`config.mk`:
```
export PLATFORM = sky130hd
export DESIGN_NAME = io_bridge_flat
export DESIGN_NICKNAME = d
export VERILOG_FILES = /design/src/rtl/io_bridge_if.sv /design/src/rtl/io_bridge.sv /design/src/flat_wrapper.sv
export SDC_FILE = /design/constraint.sdc
export NUM_CORES = 1
export LEC_CHECK = 0
export ABC_AREA = 1
export BUFFER_PORTS_ARGS = -buffer_cell sky130_fd_sc_hd__buf_2
export CAP_MARGIN = 20
export CORE_MARGIN = 5
export CORE_UTILIZATION = 64
export CTS_BUF_LIST = sky130_fd_sc_hd__clkbuf_4
export CTS_CLUSTER_SIZE = 14
export DETAILED_ROUTE_END_ITERATION = 10
export PLACE_DENSITY_LB_ADDON = 0.08
export SETUP_SLACK_MARGIN = 0.05
export SYNTH_ARGS = -nofsm -noshare
export SYNTH_HDL_FRONTEND = slang
export SYNTH_SLANG_ARGS = --single-unit
```
`constraint.sdc`:
```
create_clock -name clk_in -period 3.53 [get_ports clk_in]
set_input_delay 0.706 -clock clk_in [delete_from_list [all_inputs] [get_ports clk_in]]
set_output_delay 0.706 -clock clk_in [all_outputs]
set_load 0.01 [all_outputs]
```
`src/rtl/io_bridge_if.sv`:
```
// CPU byte-bus and UART stream signals of the io_bridge memory-mapped endpoint.
interface io_bridge_if;
  logic        rdy_in;
  logic [31:0] cpu_a;
  logic        cpu_wr;
  logic [7:0]  cpu_dout;
  logic [7:0]  io_din;
  logic        io_buffer_full;
  logic [7:0]  tx_data;
  logic        tx_valid;
  logic        tx_ready;
  logic [7:0]  rx_data;
  logic        rx_valid;
  logic        rx_ready;
  logic        program_done;
  logic        tx_overflow;

  modport slave (
    input  rdy_in, cpu_a, cpu_wr, cpu_dout, tx_ready, rx_data, rx_valid,
    output io_din, io_buffer_full, tx_data, tx_valid, rx_ready, program_done, tx_overflow
  );

  modport master (
    output rdy_in, cpu_a, cpu_wr, cpu_dout, tx_ready, rx_data, rx_valid,
    input  io_din, io_buffer_full, tx_data, tx_valid, rx_ready, program_done, tx_overflow
  );
endinterface

```
`src/rtl/io_bridge.sv`:
```
// Memory-mapped I/O endpoint: UART TX/RX FIFOs, free-running cycle counter and
// program-stop flag, decoded at cpu_a[17:16]==2'b11 with one-cycle read latency.
module io_bridge #(
  parameter int unsigned TX_WIDTH = 4,
  parameter int unsigned RX_WIDTH = 4
) (
  input  logic       clk_in,
  input  logic       rst_in,
  io_bridge_if.slave bus
);
  localparam int unsigned TX_DEPTH = 1 << TX_WIDTH;
  localparam int unsigned RX_DEPTH = 1 << RX_WIDTH;
  localparam int unsigned TXC_W    = TX_WIDTH + 1;
  localparam int unsigned RXC_W    = RX_WIDTH + 1;

  logic [7:0]          tx_mem_q [TX_DEPTH];
  logic [7:0]          tx_mem_d [TX_DEPTH];
  logic [TX_WIDTH-1:0] tx_wptr_q, tx_wptr_d, tx_rptr_q, tx_rptr_d;
  logic [TXC_W-1:0]    tx_count_q, tx_count_d;
  logic [7:0]          rx_mem_q [RX_DEPTH];
  logic [7:0]          rx_mem_d [RX_DEPTH];
  logic [RX_WIDTH-1:0] rx_wptr_q, rx_wptr_d, rx_rptr_q, rx_rptr_d;
  logic [RXC_W-1:0]    rx_count_q, rx_count_d;
  logic                rx_ready_q, rx_ready_d;
  logic [31:0]         cnt_q, cnt_d, snap_q, snap_d;
  logic [7:0]          io_din_q, io_din_d;
  logic                done_pending_q, done_pending_d;
  logic                program_done_q, program_done_d;
  logic                tx_overflow_q, tx_overflow_d;

  logic       acc, wr0, wr4, rd, tx_full, tx_pop, cpu_push, done_push, tx_push;
  logic       rx_push, rx_pop;
  logic [2:0] off;
  logic [7:0] tx_wdata;
  logic       unused_addr;

  assign acc       = bus.rdy_in & (bus.cpu_a[17:16] == 2'b11);
  assign off       = bus.cpu_a[2:0];
  assign wr0       = acc & bus.cpu_wr & (off == 3'd0) & (bus.cpu_dout != 8'h00);
  assign wr4       = acc & bus.cpu_wr & (off == 3'd4);
  assign rd        = acc & ~bus.cpu_wr;
  assign tx_full   = tx_count_q == TXC_W'(TX_DEPTH);
  assign tx_pop    = (tx_count_q != '0) & bus.tx_ready;
  assign cpu_push  = wr0 & (~tx_full | tx_pop);
  // The stop marker only takes a slot the CPU is not using this cycle.
  assign done_push = done_pending_q & ~cpu_push & (~tx_full | tx_pop);
  assign tx_push   = cpu_push | done_push;
  assign tx_wdata  = cpu_push ? bus.cpu_dout : 8'h00;
  assign rx_push   = bus.rx_valid & rx_ready_q;
  assign rx_pop    = rd & (off == 3'd0) & (rx_count_q != '0);
  assign unused_addr = ^{bus.cpu_a[31:18], bus.cpu_a[15:3]};

  // Next-state for FIFOs, flags and counter.
  always_comb begin
    tx_mem_d       = tx_mem_q;
    tx_wptr_d      = tx_wptr_q;
    tx_rptr_d      = tx_rptr_q;
    rx_mem_d       = rx_mem_q;
    rx_wptr_d      = rx_wptr_q;
    rx_rptr_d      = rx_rptr_q;
    cnt_d          = cnt_q + 32'd1;
    tx_overflow_d  = tx_overflow_q | (wr0 & tx_full & ~tx_pop);
    program_done_d = program_done_q | wr4;
    done_pending_d = (done_pending_q & ~done_push) | wr4;
    if (tx_push) begin
      tx_mem_d[tx_wptr_q] = tx_wdata;
      tx_wptr_d           = tx_wptr_q + TX_WIDTH'(1);
    end
    if (tx_pop) tx_rptr_d = tx_rptr_q + TX_WIDTH'(1);
    if (rx_push) begin
      rx_mem_d[rx_wptr_q] = bus.rx_data;
      rx_wptr_d           = rx_wptr_q + RX_WIDTH'(1);
    end
    if (rx_pop) rx_rptr_d = rx_rptr_q + RX_WIDTH'(1);
    tx_count_d = tx_count_q + TXC_W'(tx_push) - TXC_W'(tx_pop);
    rx_count_d = rx_count_q + RXC_W'(rx_push) - RXC_W'(rx_pop);
    rx_ready_d = rx_count_d != RXC_W'(RX_DEPTH);
  end

  // Read data path; offset 4 snapshots the counter so 4..7 reads are coherent.
  always_comb begin
    io_din_d = io_din_q;
    snap_d   = snap_q;
    if (bus.rdy_in) begin
      io_din_d = 8'h00;
      if (rd) begin
        case (off)
          3'd0:    if (rx_count_q != '0) io_din_d = rx_mem_q[rx_rptr_q];
          3'd4:    begin io_din_d = cnt_q[7:0]; snap_d = cnt_q; end
          3'd5:    io_din_d = snap_q[15:8];
          3'd6:    io_din_d = snap_q[23:16];
          3'd7:    io_din_d = snap_q[31:24];
          default: io_din_d = 8'h00;
        endcase
      end
    end
  end

  always_ff @(posedge clk_in or negedge rst_in) begin
    if (!rst_in) begin
      for (int i = 0; i < int'(TX_DEPTH); i++) tx_mem_q[i] <= 8'h00;
      for (int i = 0; i < int'(RX_DEPTH); i++) rx_mem_q[i] <= 8'h00;
      tx_wptr_q      <= '0;
      tx_rptr_q      <= '0;
      tx_count_q     <= '0;
      rx_wptr_q      <= '0;
      rx_rptr_q      <= '0;
      rx_count_q     <= '0;
      rx_ready_q     <= 1'b0;
      cnt_q          <= 32'd0;
      snap_q         <= 32'd0;
      io_din_q       <= 8'h00;
      done_pending_q <= 1'b0;
      program_done_q <= 1'b0;
      tx_overflow_q  <= 1'b0;
    end else begin
      tx_mem_q       <= tx_mem_d;
      rx_mem_q       <= rx_mem_d;
      tx_wptr_q      <= tx_wptr_d;
      tx_rptr_q      <= tx_rptr_d;
      tx_count_q     <= tx_count_d;
      rx_wptr_q      <= rx_wptr_d;
      rx_rptr_q      <= rx_rptr_d;
      rx_count_q     <= rx_count_d;
      rx_ready_q     <= rx_ready_d;
      cnt_q          <= cnt_d;
      snap_q         <= snap_d;
      io_din_q       <= io_din_d;
      done_pending_q <= done_pending_d;
      program_done_q <= program_done_d;
      tx_overflow_q  <= tx_overflow_d;
    end
  end

  assign bus.io_din         = io_din_q;
  assign bus.tx_data        = tx_mem_q[tx_rptr_q];
  assign bus.tx_valid       = tx_count_q != '0;
  assign bus.io_buffer_full = tx_count_q >= TXC_W'(TX_DEPTH - 2);
  assign bus.rx_ready       = rx_ready_q;
  assign bus.program_done   = program_done_q;
  assign bus.tx_overflow    = tx_overflow_q;
endmodule

```
`src/flat_wrapper.sv`:
```
// flat-port wrapper written by rule: the top's interface ports become plain ports
module io_bridge_flat 
#(
  parameter int unsigned TX_WIDTH = 4,
  parameter int unsigned RX_WIDTH = 4
)
  (clk_in, rst_in, bus_rdy_in, bus_cpu_a, bus_cpu_wr, bus_cpu_dout, bus_tx_ready, bus_rx_data, bus_rx_valid, bus_io_din, bus_io_buffer_full, bus_tx_data, bus_tx_valid, bus_rx_ready, bus_program_done, bus_tx_overflow);
  io_bridge_if bus_i ();
  input  logic clk_in;
  input  logic rst_in;
  input wire logic [$bits(bus_i.rdy_in)-1:0] bus_rdy_in;
  input wire logic [$bits(bus_i.cpu_a)-1:0] bus_cpu_a;
  input wire logic [$bits(bus_i.cpu_wr)-1:0] bus_cpu_wr;
  input wire logic [$bits(bus_i.cpu_dout)-1:0] bus_cpu_dout;
  input wire logic [$bits(bus_i.tx_ready)-1:0] bus_tx_ready;
  input wire logic [$bits(bus_i.rx_data)-1:0] bus_rx_data;
  input wire logic [$bits(bus_i.rx_valid)-1:0] bus_rx_valid;
  output wire logic [$bits(bus_i.io_din)-1:0] bus_io_din;
  output wire logic [$bits(bus_i.io_buffer_full)-1:0] bus_io_buffer_full;
  output wire logic [$bits(bus_i.tx_data)-1:0] bus_tx_data;
  output wire logic [$bits(bus_i.tx_valid)-1:0] bus_tx_valid;
  output wire logic [$bits(bus_i.rx_ready)-1:0] bus_rx_ready;
  output wire logic [$bits(bus_i.program_done)-1:0] bus_program_done;
  output wire logic [$bits(bus_i.tx_overflow)-1:0] bus_tx_overflow;
  assign bus_i.rdy_in = bus_rdy_in;
  assign bus_i.cpu_a = bus_cpu_a;
  assign bus_i.cpu_wr = bus_cpu_wr;
  assign bus_i.cpu_dout = bus_cpu_dout;
  assign bus_i.tx_ready = bus_tx_ready;
  assign bus_i.rx_data = bus_rx_data;
  assign bus_i.rx_valid = bus_rx_valid;
  assign bus_io_din = bus_i.io_din;
  assign bus_io_buffer_full = bus_i.io_buffer_full;
  assign bus_tx_data = bus_i.tx_data;
  assign bus_tx_valid = bus_i.tx_valid;
  assign bus_rx_ready = bus_i.rx_ready;
  assign bus_program_done = bus_i.program_done;
  assign bus_tx_overflow = bus_i.tx_overflow;
  io_bridge #(.TX_WIDTH(TX_WIDTH), .RX_WIDTH(RX_WIDTH)) u_core (.clk_in(clk_in), .rst_in(rst_in), .bus(bus_i));
endmodule
```
==> results.cfg <==
[floorplanning]
fp.dieW_microns = 171
die_y_microns = 171
ios = 75
core_area_sq_mm = 0.0253
rows = 58
fp.dieArea_sq_mm = 0.0291
initial_core_util_pct = 65.3

[route]
wl_per_cell_microns = 16.6
drc = 0
viasPerCell = 5.73
drtPass1Iterations = 5
drt-initial-drc-count = 1271
ant_nets = 0
num_vias = 13908
totalWireLength_microns = 40400

[place]
dp_hpwl_microns = 26100
io_buffer_count = 47
gp_congestion = 0.913

[synth]
syn_avg_cell_area_sq_um = 8.32
synth_edf_count = 0
yosys-top-cells-count = 575 x nand2_1, 350 x dfrtp_1, 239 x o21ai_0
ys_types = 37
synth-seq-cells = 350
ys_warn_count = 0
synth.largest_area_cell = dfrtp_1
ys.flop_type = dfrtp_1
synth_area_leaders = dfrtp_1 53%, nand2_1 13%, o21ai_0 7.3%
synth_top_area_share_pct = 53.1
syn_nets = 2064
postSynth.asyncResetShare_pct = 100
syn_inst = 1982
synth_area_sq_mm = 0.0165
ys_seq_area_share_pct = 53.1
synth.most_common_cell = nand2_1

[setup_path]
criticalPathCategory = flop to primary output
critPathArrivalTime_ps = 2480
worstPathMaxFanout = 66
end_kind = primary output
crit_required_ps = 2820
startpoint_type = flop

[layout]
drive_gt1_share_pct = 11.7
layout.nets = 2120
area_growth_syn_to_layout_pct = 9.08
nFillCells = 2121

[pwr]
powerDensity_mw_per_mm2 = 727
finalPower_w = 0.0131
cellLeakagePower_nw = 8.61
vdd_drop_max_mv = 0.376

[timing]
slew_headroom_pct = 36.6
tns_ps = 0
rsz0062_at_grt = false
hold_viol_final = 0
fin_skew_ps = 37.5
fin_crit_sh_pct = 90.2
fmax_mhz = 314
period_needed_ps = 3190
worst_pin_slew_ps = 945
slew_viol_final = 0
setup_violations = 0

[clock_network]
clk_latency_ps = 710
cts_sinks = 350
cts_root_buf = clkbuf_4
cts_tree = done
ctsLongestPathBuffers = 3
clkTransAtPathRegs_ps = 70
numCtsBuffers = 90
cts_setup_buffers = 0
htree_levels = 3

[outcome]
status = finished, final reports clean

[global_route]
grt_overflow_total = 0
antenna_found_initial = 1
grt_max_degree = 82
grt_pass1_wl_microns = 67900
grt_usage_pct = 28.7
grt_pass1_vias = 13651

[worst_hold_path]
holdCritPathClass = primary input to flop

[flow_run]
drv_cap = 0
==> metal layers <==
layer  routed length (microns)  global-route usage (%)
met3                      2470                    4.09
met1                     17300                    39.1
met4                      1390                    11.5
met5                         0                       0
met2                     19200                    47.1
==> cells in the final DEF (no fill, tap or decap), drive strengths merged <==
| master | count |
|---|---|
| a21oi | 26 |
| a31oi | 1 |
| and3 | 1 |
| buf | 69 |
| bufinv | 1 |
| clkbuf | 132 |
| clkinv | 13 |
| clkinvlp | 1 |
| dfrtp | 350 |
| diode | 2 |
| dlygate4sd3 | 1 |
| fa | 2 |
| ha | 26 |
| inv | 96 |
| mux2 | 4 |
| nand2 | 591 |
| nand3 | 141 |
| nand4 | 10 |
| nor2 | 185 |
| nor3 | 11 |
| nor4 | 9 |
| o2111a | 1 |
| o211ai | 32 |
| o21ai | 341 |
| o21bai | 1 |
| o22ai | 4 |
| or2 | 1 |
| xnor2 | 3 |
| xor2 | 41 |
==> worst paths after layout <==
kind                                         start                       to  slack, ps  cells past startpoint
max                            u_core.tx_rptr_q[0]           bus_tx_data[2]        340                      6
min                                   bus_tx_ready      u_core.tx_rptr_q[1]        350                      4
max reg2reg                   u_core.tx_count_q[2]     u_core.tx_count_q[4]        850                     15
min reg2reg                u_core.bus.program_done  u_core.bus.program_done        460                      2
max in group asynchronous                   rst_in     u_core.rx_mem_q[117]       2020                      3
min in group asynchronous                   rst_in      u_core.tx_mem_q[80]        590                      2
==> worst max-delay path, stage by stage (launching register included) <==
cell and delay, ps:
dfrtp_1 350, buf_4 520, o21ai_0 180, o211ai_1 270
nand3_1 140, nand2_1 130, buf_2 140
==> power by group <==
group | switching (W) | internal, W | total, W
clock | 0.00159 | 0.00177 | 0.00336
sequential | 0.000535 | 0.00485 | 0.00538
combinational | 0.00285 | 0.00149 | 0.00434
total | 0.00498 | 0.00810 | 0.0131
==> logic make-up (layout without fill, tap and decap cells) <==
family / count (synthesis) / in the layout / share of synthesized area [%]
adders and majority gates: 28 / 28 / 2.22
muxes: 4 / 4 / 0.273
and+or+nand+nor: 949 / 949 / 23.8
xor gates and xnor gates: 44 / 44 / 2.34
other: 0 / 2 / 0
DFF: 350 / 350 / 53.1
AOI/OAI and AO/OA: 406 / 406 / 13.0
buffers and inverters: 201 / 313 / 5.30
==> per-stage QoR <==
step           util, %  hold WS [ps]  std cells  setup slack [ps]  area (sq um)
6_report          71.2           351       2426               344         18000
5_1_grt           71.2           345       2426               180         18000
4_1_cts           71.2           327       2424               348         18000
3_5_place_dp      66.9           449       2275               361         16900
3_3_place_gp      66.9           446       2275               465         16900
2_1_floorplan        -           410       1982               548         16500
==> what timing repair did <==
item	in CTS	in global routing
hold buffers	1	0
endpoints found under the hold margin	33	0
resized for setup	0	0
==> state kept, by name (all words and copies together), names as in the netlist, 4 cells and up <==
register	flops
u_core.rx_mem_q	128
u_core.snap_q	24
u_core.cnt_q	32
u_core.bus.io_din	8
u_core.tx_wptr_q	4
u_core.tx_rptr_q	4
u_core.tx_mem_q	128
u_core.tx_count_q	5
u_core.rx_rptr_q	4
u_core.rx_wptr_q	4
u_core.rx_count_q	5
==> layout make-up <==
type	instances	area (sq um)	share of cell area, %
Antenna cell	2	5.00	0.0278
Clock buffer	132	991	5.51
Clock inverter	16	93.8	0.522
Inverter	95	357	1.98
Multi-Input combinational cell	1431	6860	38.1
Sequential cell	350	8760	48.7
Tap cell	330	413	2.30
Timing Repair Buffer	70	508	2.82
(Power assumes the default switching activity.)
